### src/rtl/bit_serializer_pkg.sv
// Shared types and helpers for the bit serializer and its FIFO.
//   state_t  : serializer FSM state encoding
//   level_w  : width needed to hold a FIFO occupancy of 0..depth
package bit_serializer_pkg;

  typedef enum logic {
    IDLE  = 1'b0,
    SHIFT = 1'b1
  } state_t;

  function automatic int level_w(input int depth);
    return $clog2(depth + 1);
  endfunction

endpackage

### src/rtl/sync_fifo.sv
// Single-clock FIFO with occupancy counter.
// Ports:
//   clk, rst_n       clock, synchronous active-low reset
//   push, wr_data    write request and data (ignored while full)
//   pop, rd_data     read request (ignored while empty); rd_data shows the head
//   full, empty      derived from level
//   level            number of stored words
module sync_fifo
  import bit_serializer_pkg::*;
#(
  parameter int WIDTH = 8,
  parameter int DEPTH = 4
) (
  input  logic                        clk,
  input  logic                        rst_n,
  input  logic                        push,
  input  logic [WIDTH-1:0]            wr_data,
  input  logic                        pop,
  output logic [WIDTH-1:0]            rd_data,
  output logic                        full,
  output logic                        empty,
  output logic [level_w(DEPTH)-1:0]   level
);

  localparam int PTR_W = $clog2(DEPTH);
  localparam int LVL_W = level_w(DEPTH);

  logic [WIDTH-1:0] mem [DEPTH];
  logic [PTR_W-1:0] wr_ptr;
  logic [PTR_W-1:0] rd_ptr;
  logic             do_push;
  logic             do_pop;

  assign full    = (level == LVL_W'(DEPTH));
  assign empty   = (level == '0);
  assign do_push = push && !full;
  assign do_pop  = pop && !empty;
  assign rd_data = mem[rd_ptr];

  // DEPTH is a power of two, so pointers wrap on their own.
  always_ff @(posedge clk) begin
    if (!rst_n) begin
      wr_ptr <= '0;
      rd_ptr <= '0;
      level  <= '0;
    end else begin
      if (do_push) wr_ptr <= wr_ptr + 1'b1;
      if (do_pop)  rd_ptr <= rd_ptr + 1'b1;
      case ({do_push, do_pop})
        2'b10:   level <= level + 1'b1;
        2'b01:   level <= level - 1'b1;
        default: level <= level;
      endcase
    end
  end

  // Storage has no reset; only entries written by an accepted push are ever read.
  always_ff @(posedge clk) begin
    if (rst_n && do_push) mem[wr_ptr] <= wr_data;
  end

endmodule

### src/rtl/bit_serializer.sv
// Parallel-to-serial feeder: buffers words in a FIFO and streams them out
// one bit per clock with no gaps between queued words; idle fill otherwise.
// Ports:
//   clk, rst_n            clock, synchronous active-low reset
//   in_valid/in_ready     upstream handshake (in_ready = FIFO not full)
//   in_data               word to serialize
//   bit_stream            registered serial bit (IDLE_BIT when idle)
//   bit_valid             registered, high while bit_stream carries data
//   underrun              registered pulse when data runs out into idle fill
//   fifo_level            queued words, excluding the one in the shifter
//
// state | meaning
// IDLE  | no word in shifter, driving IDLE_BIT
// SHIFT | a word is being shifted out, bit_cnt bits already driven
module bit_serializer
  import bit_serializer_pkg::*;
#(
  parameter int   WIDTH     = 8,
  parameter int   DEPTH     = 4,
  parameter bit   MSB_FIRST = 1'b1,
  parameter logic IDLE_BIT  = 1'b0
) (
  input  logic                        clk,
  input  logic                        rst_n,
  input  logic                        in_valid,
  output logic                        in_ready,
  input  logic [WIDTH-1:0]            in_data,
  output logic                        bit_stream,
  output logic                        bit_valid,
  output logic                        underrun,
  output logic [level_w(DEPTH)-1:0]   fifo_level
);

  localparam int CNT_W = $clog2(WIDTH + 1);

  state_t           state_q, state_d;
  logic [CNT_W-1:0] cnt_q, cnt_d;
  logic [WIDTH-1:0] sreg_q, sreg_d;
  logic             bit_d, valid_d, under_d;
  logic             pop;
  logic             push;
  logic             fifo_full;
  logic             fifo_empty;
  logic [WIDTH-1:0] head;

  // Ready depends on full only; a same-cycle pop does not open a slot.
  assign in_ready = !fifo_full;
  assign push     = in_valid && in_ready;

  sync_fifo #(
    .WIDTH (WIDTH),
    .DEPTH (DEPTH)
  ) u_fifo (
    .clk     (clk),
    .rst_n   (rst_n),
    .push    (push),
    .wr_data (in_data),
    .pop     (pop),
    .rd_data (head),
    .full    (fifo_full),
    .empty   (fifo_empty),
    .level   (fifo_level)
  );

  always_comb begin
    state_d = state_q;
    cnt_d   = cnt_q;
    sreg_d  = sreg_q;
    bit_d   = bit_stream;
    valid_d = bit_valid;
    under_d = 1'b0;
    pop     = 1'b0;

    if (state_q == SHIFT && cnt_q != CNT_W'(WIDTH)) begin
      sreg_d  = MSB_FIRST ? (sreg_q << 1) : (sreg_q >> 1);
      bit_d   = MSB_FIRST ? sreg_d[WIDTH-1] : sreg_d[0];
      cnt_d   = cnt_q + 1'b1;
    end else if (!fifo_empty) begin
      // Word boundary (or idle) with data queued: load and emit its first bit.
      pop     = 1'b1;
      sreg_d  = head;
      bit_d   = MSB_FIRST ? head[WIDTH-1] : head[0];
      valid_d = 1'b1;
      cnt_d   = CNT_W'(1);
      state_d = SHIFT;
    end else begin
      bit_d   = IDLE_BIT;
      valid_d = 1'b0;
      under_d = (state_q == SHIFT);
      cnt_d   = '0;
      state_d = IDLE;
    end
  end

  always_ff @(posedge clk) begin
    if (!rst_n) begin
      state_q    <= IDLE;
      cnt_q      <= '0;
      sreg_q     <= '0;
      bit_stream <= IDLE_BIT;
      bit_valid  <= 1'b0;
      underrun   <= 1'b0;
    end else begin
      state_q    <= state_d;
      cnt_q      <= cnt_d;
      sreg_q     <= sreg_d;
      bit_stream <= bit_d;
      bit_valid  <= valid_d;
      underrun   <= under_d;
    end
  end

endmodule

### config.mk
export PLATFORM = sky130hd
export DESIGN_NAME = bit_serializer
export DESIGN_NICKNAME = d
export VERILOG_FILES = /design/src/rtl/bit_serializer_pkg.sv /design/src/rtl/sync_fifo.sv /design/src/rtl/bit_serializer.sv
export SDC_FILE = /design/constraint.sdc
export NUM_CORES = 1
export LEC_CHECK = 0
export CAP_MARGIN = 20
export CORE_AREA = 2 2 71 73
export CTS_CLUSTER_SIZE = 16
export DETAILED_ROUTE_END_ITERATION = 16
export DIE_AREA = 0 0 73 75
export HOLD_SLACK_MARGIN = 0.12
export MAX_ROUTING_LAYER = met4
export PLACE_DENSITY = 0.79
export SYNTH_ARGS = -nofsm -noshare
export SYNTH_HDL_FRONTEND = slang
export SYNTH_SLANG_ARGS = --single-unit
### constraint.sdc
create_clock -name clk -period 3.5 [get_ports clk]
set_clock_uncertainty 0.15 [all_clocks]
set_input_delay 0.525 -clock clk [delete_from_list [all_inputs] [get_ports clk]]
set_output_delay 0.525 -clock clk [all_outputs]
set_load 0.02 [all_outputs]
==> flow_summary.rst, run 1 <==
.. list-table::
   :header-rows: 1

   * - Metric
     - Value
   * - Outcome
     - finished clean
   * - Sequential element share of the synthesized area
     - a little over three fifths
   * - Total clock sinks
     - 55
   * - CP Data Arrival Time
     - 2.86 ns
   * - Fmax
     - 361 MHz
   * - Slew at the pin with the worst max-slew slack
     - 0.580 ns
   * - Sw Ratio
     - approximately 33%
   * - Initial Utilization
     - roughly half
   * - Port-buffer cells
     - 17
   * - Vias per std cell
     - approximately 5.4
   * - DRT Wirelength
     - approximately 3600 um
   * - CTS Root Cell
     - sky130_fd_sc_hd__clkbuf_8
   * - Number of distinct standard cells referenced by the synthesized netlist
     - 36
   * - Die area
     - approximately 0.0055 mm2
   * - Setup violation total in the final timing report
     - 0
   * - DIE HEIGHT
     - around 75 um
   * - Clock network fraction of total power
     - 19.1%
   * - R2R Path Start
     - cnt_q[0]
   * - Synth warnings
     - 0
   * - Number of buffers inserted during clock tree synthesis
     - 5
   * - Clk slew on worst S/H paths
     - approximately 0.09 ns
   * - Final cell utilization of the core
     - a little over half
   * - Number of hold buffers added after cts
     - 0
   * - Initial antenna violation count
     - 0
   * - Switching pwr
     - ~0.60 mW
   * - Hold/Removal Path Class
     - flop to flop
   * - Cell Int Power
     - about 1.2 mW
   * - CTS tree
     - done
   * - Grt ovf
     - 0
   * - Worst-path cell chain
     - inv_1, ha_1, nand3b_1, a21oi_1, ha_1, inv_1, fa_1, xor2_1, or3_1, a21oi_1
   * - Period Utilization, post-route
     - a little under 80%
   * - Post-synthesis sequential element count
     - 55
   * - Dominant synthesized flop cell
     - sky130_fd_sc_hd__edfxtp_1
   * - Post-CTS Setup Bufs
     - 0
   * - Count of cells resized by post-cts repair
     - 0
   * - Dominant delay contributor by cell family on the critical path
     - adder cells
   * - IR Drop Worst-Case VDD
     - 0.282 mV
   * - Vias in the first global route
     - between 1000 and 1500
   * - Final number of hold-violating endpoints
     - 0
   * - Sequential group share of total power
     - 48.9%
   * - Global-route wire length before repair
     - 5880 um
   * - Setup repair after global routing missed its margin
     - false
   * - Post-synthesis cell count
     - 165
   * - Insertion delay to the later sink of the worst-skew pair
     - 0.30 ns
   * - Delay of the slowest cell on the worst path
     - about 0.42 ns
   * - Gpl congestion
     - 0.780
   * - Fraction of final layout cells with drive strength greater than 1
     - between 10% and 20%
   * - # diodes
     - 0
   * - Crit start category
     - flop
   * - Worst Setup SP
     - cnt_q[0]
   * - Count of final max-slew check failures
     - 0
   * - FILL cells
     - between 300 and 400
   * - Simple-gate portion of the synthesized area
     - approximately 7.9%
   * - Startpoint of the most critical hold path
     - u_fifo.rd_ptr[1]
   * - Worst rel slew slack
     - approximately three fifths
   * - XOR/XNOR Fraction of Synth Area
     - 1.55%
   * - Synthesis-to-finish area growth
     - 12.7%
   * - Count of boundary I/O pins
     - 18
   * - Number of flops mapped to enable cells by yosys
     - 32
   * - MaxCap Viol Count
     - 0
   * - H-tree levels
     - 2
   * - Power share of the combinational group
     - between 30 and 40%
   * - Synth Area in Compound Gates
     - 8.51%
   * - Std-Cell Core Area
     - between 0.004 and 0.005 mm2
   * - All-Layer GR Usage
     - 15.4%
   * - Type of the worst setup path
     - flop to flop
   * - Worst-path cell with the longest stage delay
     - sky130_fd_sc_hd__a21oi_1
   * - Iteration count of the initial detailed-routing pass
     - 4
   * - Post-route antenna net violation count
     - 0
   * - Final critical delay including setup and external delays
     - approximately 2.8 ns
   * - Average routed wire per standard cell
     - roughly 15 um
   * - Largest family of logic cells by synthesized area
     - multiplexers
   * - Leakage
     - slightly below 0.9 nW
   * - Required @ worst endpoint
     - approximately 3.6 ns
   * - Setup Total Neg Slack
     - 0 ns
   * - DRC violation count after routing
     - 0
   * - Cell area after technology mapping
     - 0.00226 mm2
   * - Row count
     - 25
   * - Max Root-Sink Buffers
     - 2
   * - Critical path endpoint category
     - flop
   * - Combined buffer and inverter count along the critical path
     - 2
   * - Placed cell area
     - between 0.002 and 0.0025 mm2
   * - Adder-cell share of the synthesized area
     - around 4.8%
   * - DPL Wire Length
     - between 2000 and 2500 um
   * - Iteration-0 DRC Markers
     - 98
   * - Syn_nets
     - roughly 180
   * - Post-synthesis async set-or-reset flop share
     - 0%
   * - PwrDens
     - 719 mW/mm2
   * - Post-route cell area
     - 0.00255 mm2
   * - Mux share of post-synthesis cell area
     - under 10%
   * - Chip Width
     - approximately 73 um
   * - CP Max Fanout
     - 12
   * - Final net count
     - 200
   * - Mean post-synth cell area
     - approximately 14 um2
   * - Count of vias placed by the detailed router
     - between 1000 and 1500
   * - Largest net degree at the start of global routing
     - 17
Yosys cell counts (2+ instances only):
master,n,share of area (%)
sky130_fd_sc_hd__buf_6,2,0.99
sky130_fd_sc_hd__nor3_1,4,0.88
sky130_fd_sc_hd__mux2i_1,3,1.3
sky130_fd_sc_hd__ha_1,7,3.9
sky130_fd_sc_hd__buf_2,3,0.66
sky130_fd_sc_hd__inv_1,15,2.5
sky130_fd_sc_hd__xor2_1,3,1.2
sky130_fd_sc_hd__edfxtp_1,32,42
sky130_fd_sc_hd__mux4_2,8,8.0
sky130_fd_sc_hd__and3_1,5,1.4
sky130_fd_sc_hd__clkbuf_1,3,0.50
sky130_fd_sc_hd__a21oi_1,5,1.1
sky130_fd_sc_hd__nor2_1,4,0.66
sky130_fd_sc_hd__nand3_1,4,0.88
sky130_fd_sc_hd__a21o_1,2,0.66
sky130_fd_sc_hd__dfxtp_1,23,20
sky130_fd_sc_hd__nand2_1,11,1.8
sky130_fd_sc_hd__a22oi_1,6,2.0
sky130_fd_sc_hd__a211oi_1,3,0.99
sky130_fd_sc_hd__a221oi_1,6,2.3
final cells by class:
cell class              count  area [um2]  area share [%]
multi-input cells          84         724            28.4
repair buffers             19         185            7.26
flip-flops and latches     55        1420            55.7
clock inverters             1        5.00           0.196
inverters                  16        60.1            2.36
clock buffers               7        86.3            3.39
well taps                  54        67.6            2.65
sequential cells by signal (all words and copies together), names as in the netlist, named ones only:
register	flops
bit_stream	1
cnt_q	4
sreg_q	7
state_q	1
u_fifo.level	3
u_fifo.mem	32
u_fifo.rd_ptr	2
u_fifo.wr_ptr	2
underrun	1
per-stage QoR:
step / total power, mW / hold slack [ns] / setup WS, ns / std cells
2_1_floorplan: 1.34 / 0.295 / 0.935 / 165
6_report: 1.83 / 0.329 / 0.730 / 236
4_1_cts: 1.85 / 0.327 / 0.742 / 236
3_5_place_dp: 1.49 / 0.315 / 0.765 / 228
5_1_grt: 1.95 / 0.336 / 0.539 / 236
3_3_place_gp: 1.48 / 0.304 / 0.829 / 228
routing by layer:
layer | GRT usage (%) | wire (um) | share of wire, %
met1 | 17.8 | 1660 | 46
met2 | 25.5 | 1790 | 50
met3 | 2.81 | 86 | 2.4
met4 | 8.64 | 77 | 2.1
met5 | - | 0 | 0
cells by family after synthesis:
kind of cell,after synthesis
AO/OA/AOI/OAI,26
adder cells (fa/ha/maj),8
AND/OR/NAND/NOR,35
flip-flops,55
multiplexers,11
buffers and inverters,26
XOR/XNOR,4
power groups by stage:
stage / combinational, mW / sequential [mW] / clock, mW
after floorplan: 0.450 / 0.891 / 0
after global placement: 0.569 / 0.910 / 0
after detailed placement: 0.580 / 0.914 / 0
after CTS: 0.587 / 0.899 / 0.360
after global routing: 0.654 / 0.916 / 0.385
final: 0.586 / 0.897 / 0.351
layout by cell type (no fill, tap or decap), drive strengths merged:
cell type	instances
clkinv	2
ha	7
mux2i	3
a22oi	6
inv	15
and2	2
xnor2	1
nand2b	1
fa	1
or3	2
nor2	4
clkdlybuf4s50	17
nand3b	1
a21o	2
a211oi	3
mux4	8
xor2	3
a21oi	6
nand3	4
o21ai	1
and3	5
dfxtp	23
edfxtp	32
a32o	1
nor3	4
buf	2
o2bb2ai	1
or3b	1
nand2	11
clkbuf	7
a221oi	6
final timing paths:
| check | end | slack, ns | cells after the start |
|---|---|---|---|
| worst max-delay path | u_fifo.level[2] | 0.73 | 10 |
| worst min-delay path | flop | 0.33 | 2 |
| worst max register to register | u_fifo.level[2] | 0.73 | 10 |
| worst min register to register | flop | 0.33 | 2 |
worst min-delay path: cells and delay by family (launching register included):
family / cells / cell delay (ns)
flip-flops: 1 / 0.31
multiplexers: 1 / 0.07
AND/OR/NAND/NOR: 1 / 0.05
Note: power is estimated with default switching activity, not from simulation.
==> inputs of run 2 (changes only) <==
==> constraint.sdc (replaced) <==
create_clock -name clk -period 2.6 [get_ports clk]
set_clock_uncertainty 0.15 [all_clocks]
set_input_delay 0.39 -clock clk [delete_from_list [all_inputs] [get_ports clk]]
set_output_delay 0.39 -clock clk [all_outputs]
set_load 0.02 [all_outputs]
==> run 2 against run 1 <==
  * Die area is the same
  * Clock power up 28%
  * Via count rose by 4.2%
  * Combinational power rose by 49%
  * Non-clock buffer count up 6
  * Global-route usage barely moved
==> flow_summary.rst, run 2 (synthesis results as in run 1) <==
.. list-table::
   :header-rows: 1

   * - Metric
     - Value
   * - Outcome
     - finished clean
   * - Count of vias placed by the detailed router
     - around 1300
   * - Count of boundary I/O pins
     - 18
   * - Overall Power
     - approximately 2.5 mW
   * - Biggest register
     - u_fifo.mem
   * - Vias per std cell
     - ~5.5
   * - Die area
     - around 0.0055 mm2
   * - Largest net degree at the start of global routing
     - 17
   * - Global-route wire length before repair
     - just over 6000 um
   * - MaxCap Viol Count
     - 0
   * - Total clock sinks
     - between 50 and 60
   * - Critical path endpoint category
     - flop
   * - CTS Root Cell
     - sky130_fd_sc_hd__clkbuf_8
   * - Port-buffer cells
     - 17
   * - CP Data Arrival Time
     - roughly 2.6 ns
   * - Post-route cell area
     - 0.00259 mm2
   * - Std-Cell Core Area
     - between 0.004 and 0.005 mm2
   * - CTS tree
     - done
   * - DRC violation count after routing
     - 0
   * - DPL Wire Length
     - 2500 um
   * - Most common library cell in the layout ignoring fill and taps
     - sky130_fd_sc_hd__edfxtp_1
   * - Slew at the pin with the worst max-slew slack
     - 0.526 ns
   * - Iteration-0 DRC Markers
     - just over 100
   * - Hold/Removal Path Class
     - flop to flop
   * - Grt ovf
     - 0
   * - PwrDens
     - 964 mW/mm2
   * - Area occupied by registers
     - about 0.0014 mm2
   * - Setup repair after global routing missed its margin
     - false
   * - Fmax
     - 405 MHz
   * - Type of the worst setup path
     - flop to flop
   * - Synthesis-to-finish area growth
     - 14.3%
   * - Fraction of final layout cells with drive strength greater than 1
     - between 10% and 20%
   * - DRT Wirelength
     - approximately 3700 um
   * - Max reg flops
     - 32
   * - Post-route antenna net violation count
     - 0
   * - Vias in the first global route
     - 1282
   * - # diodes
     - 0
   * - Final net count
     - approximately 210
   * - Final number of hold-violating endpoints
     - 0
   * - Period Utilization, post-route
     - 95.0%
   * - Gpl congestion
     - 0.726
   * - All-Layer GR Usage
     - 15.5%
   * - Number of buffers inserted during clock tree synthesis
     - 5
   * - FILL cells
     - 383
   * - Required @ worst endpoint
     - 2.69 ns
   * - Insertion delay to the later sink of the worst-skew pair
     - roughly 0.3 ns
   * - IR Drop Worst-Case VDD
     - approximately 0.38 mV
   * - Placed cell area
     - ~0.0025 mm2
   * - Worst rel slew slack
     - 64.9%
   * - Clk slew on worst S/H paths
     - ~0.090 ns
   * - Max Root-Sink Buffers
     - 2
   * - Setup violation total in the final timing report
     - 0
   * - Leakage
     - between 0.9 and 1 nW
   * - Final cell utilization of the core
     - a little under three fifths
   * - Count of cells resized by post-cts repair
     - 0
   * - Iteration count of the initial detailed-routing pass
     - 4
   * - DIE HEIGHT
     - ~75 um
   * - Final critical delay including setup and external delays
     - about 2.5 ns
   * - Register-to-register setup slack
     - 0.13 ns
   * - Post-CTS Setup Bufs
     - 0
   * - Chip Width
     - around 73 um
   * - Crit start category
     - flop
   * - H-tree levels
     - 2
   * - Row count
     - 25
   * - Leading registers by flop count
     - u_fifo.mem x32, sreg_q x7, cnt_q x4
   * - Initial Utilization
     - between 40% and 50%
   * - CP Max Fanout
     - 6
   * - Count of final max-slew check failures
     - 0
   * - Total area of multi-input combinational cells
     - 724 um2
   * - Setup Total Neg Slack
     - 0 ns
   * - Most frequent cells in the layout
     - sky130_fd_sc_hd__edfxtp_1, sky130_fd_sc_hd__dfxtp_1, sky130_fd_sc_hd__clkdlybuf4s50_1
   * - Number of hold buffers added after cts
     - 0
   * - Initial antenna violation count
     - 0
   * - Average routed wire per standard cell
     - ~15 um
run 2: changes by cell type in the layout (fill, tap and decap cells not counted):
cell	delta
sky130_fd_sc_hd__buf_4	+6
sky130_fd_sc_hd__clkbuf_8	-1
sky130_fd_sc_hd__clkinvlp_2	+1
sky130_fd_sc_hd__clkinv_2	+1
sky130_fd_sc_hd__clkbuf_1	-1
run 2: layout make-up:
cell class / instances / share of cell area, %
inverter: 16 / 2.32
timing repair buffer: 25 / 8.90
multi-input combinational: 84 / 28.0
sequential: 55 / 54.9
clock buffer: 5 / 2.66
tap: 54 / 2.61
clock inverter: 3 / 0.580
run 2: path summary, 6_finish.rpt:
kind,from,endpoint,cells past startpoint
max,u_fifo.level[2],u_fifo.level[2],9
min,sreg_q[5],sreg_q[6],2
max reg2reg,u_fifo.level[2],u_fifo.level[2],9
min reg2reg,sreg_q[5],sreg_q[6],2
run 2: critical path, cell delays in order (launching register included):
cell and delay (ns):
sky130_fd_sc_hd__dfxtp_1 0.41, sky130_fd_sc_hd__or3b_1 0.39, sky130_fd_sc_hd__and2_4 0.19, sky130_fd_sc_hd__inv_1 0.05, sky130_fd_sc_hd__ha_1 0.17, sky130_fd_sc_hd__inv_1 0.06, sky130_fd_sc_hd__fa_1 0.37, sky130_fd_sc_hd__xor2_1 0.15
sky130_fd_sc_hd__or3_1 0.32, sky130_fd_sc_hd__a21oi_1 0.15
run 2: report_power, final:
part           internal [mW]  switching [mW]  total, mW
Sequential              1.07           0.104       1.17
Clock                  0.184           0.265      0.449
Combinational          0.420           0.451      0.871
Total                   1.67           0.819       2.49
run 2: metrics by stage:
stage | setup slack [ns] | hold WS [ns] | std cells
6_report | 0.130 | 0.324 | 242
3_3_place_gp | 0.135 | 0.307 | 234
3_5_place_dp | 0.0595 | 0.312 | 234
4_1_cts | 0.142 | 0.323 | 242
2_1_floorplan | 0.0354 | 0.295 | 165
5_1_grt | 0.00191 | 0.338 | 242
run 2: metal layers:
layer	global-route usage, %	up-vias	part of all wire, %
met1	19.2	655	45
met4	7.00	0	2.3
met2	24.3	23	50
li1	-	648	-
met3	3.61	8	2.9
met5	-	-	0
==> inputs of run 3 (changes only) <==
--- a/config.mk
+++ b/config.mk
@@ -13,6 +13,7 @@
 export HOLD_SLACK_MARGIN = 0.12
 export MAX_ROUTING_LAYER = met4
 export PLACE_DENSITY = 0.79
+export SLEW_MARGIN = 20
 export SYNTH_ARGS = -nofsm -noshare
 export SYNTH_HDL_FRONTEND = slang
 export SYNTH_SLANG_ARGS = --single-unit
==> results of run 3 <==
Final layout, timing and power as in run 2 (identical DEF).
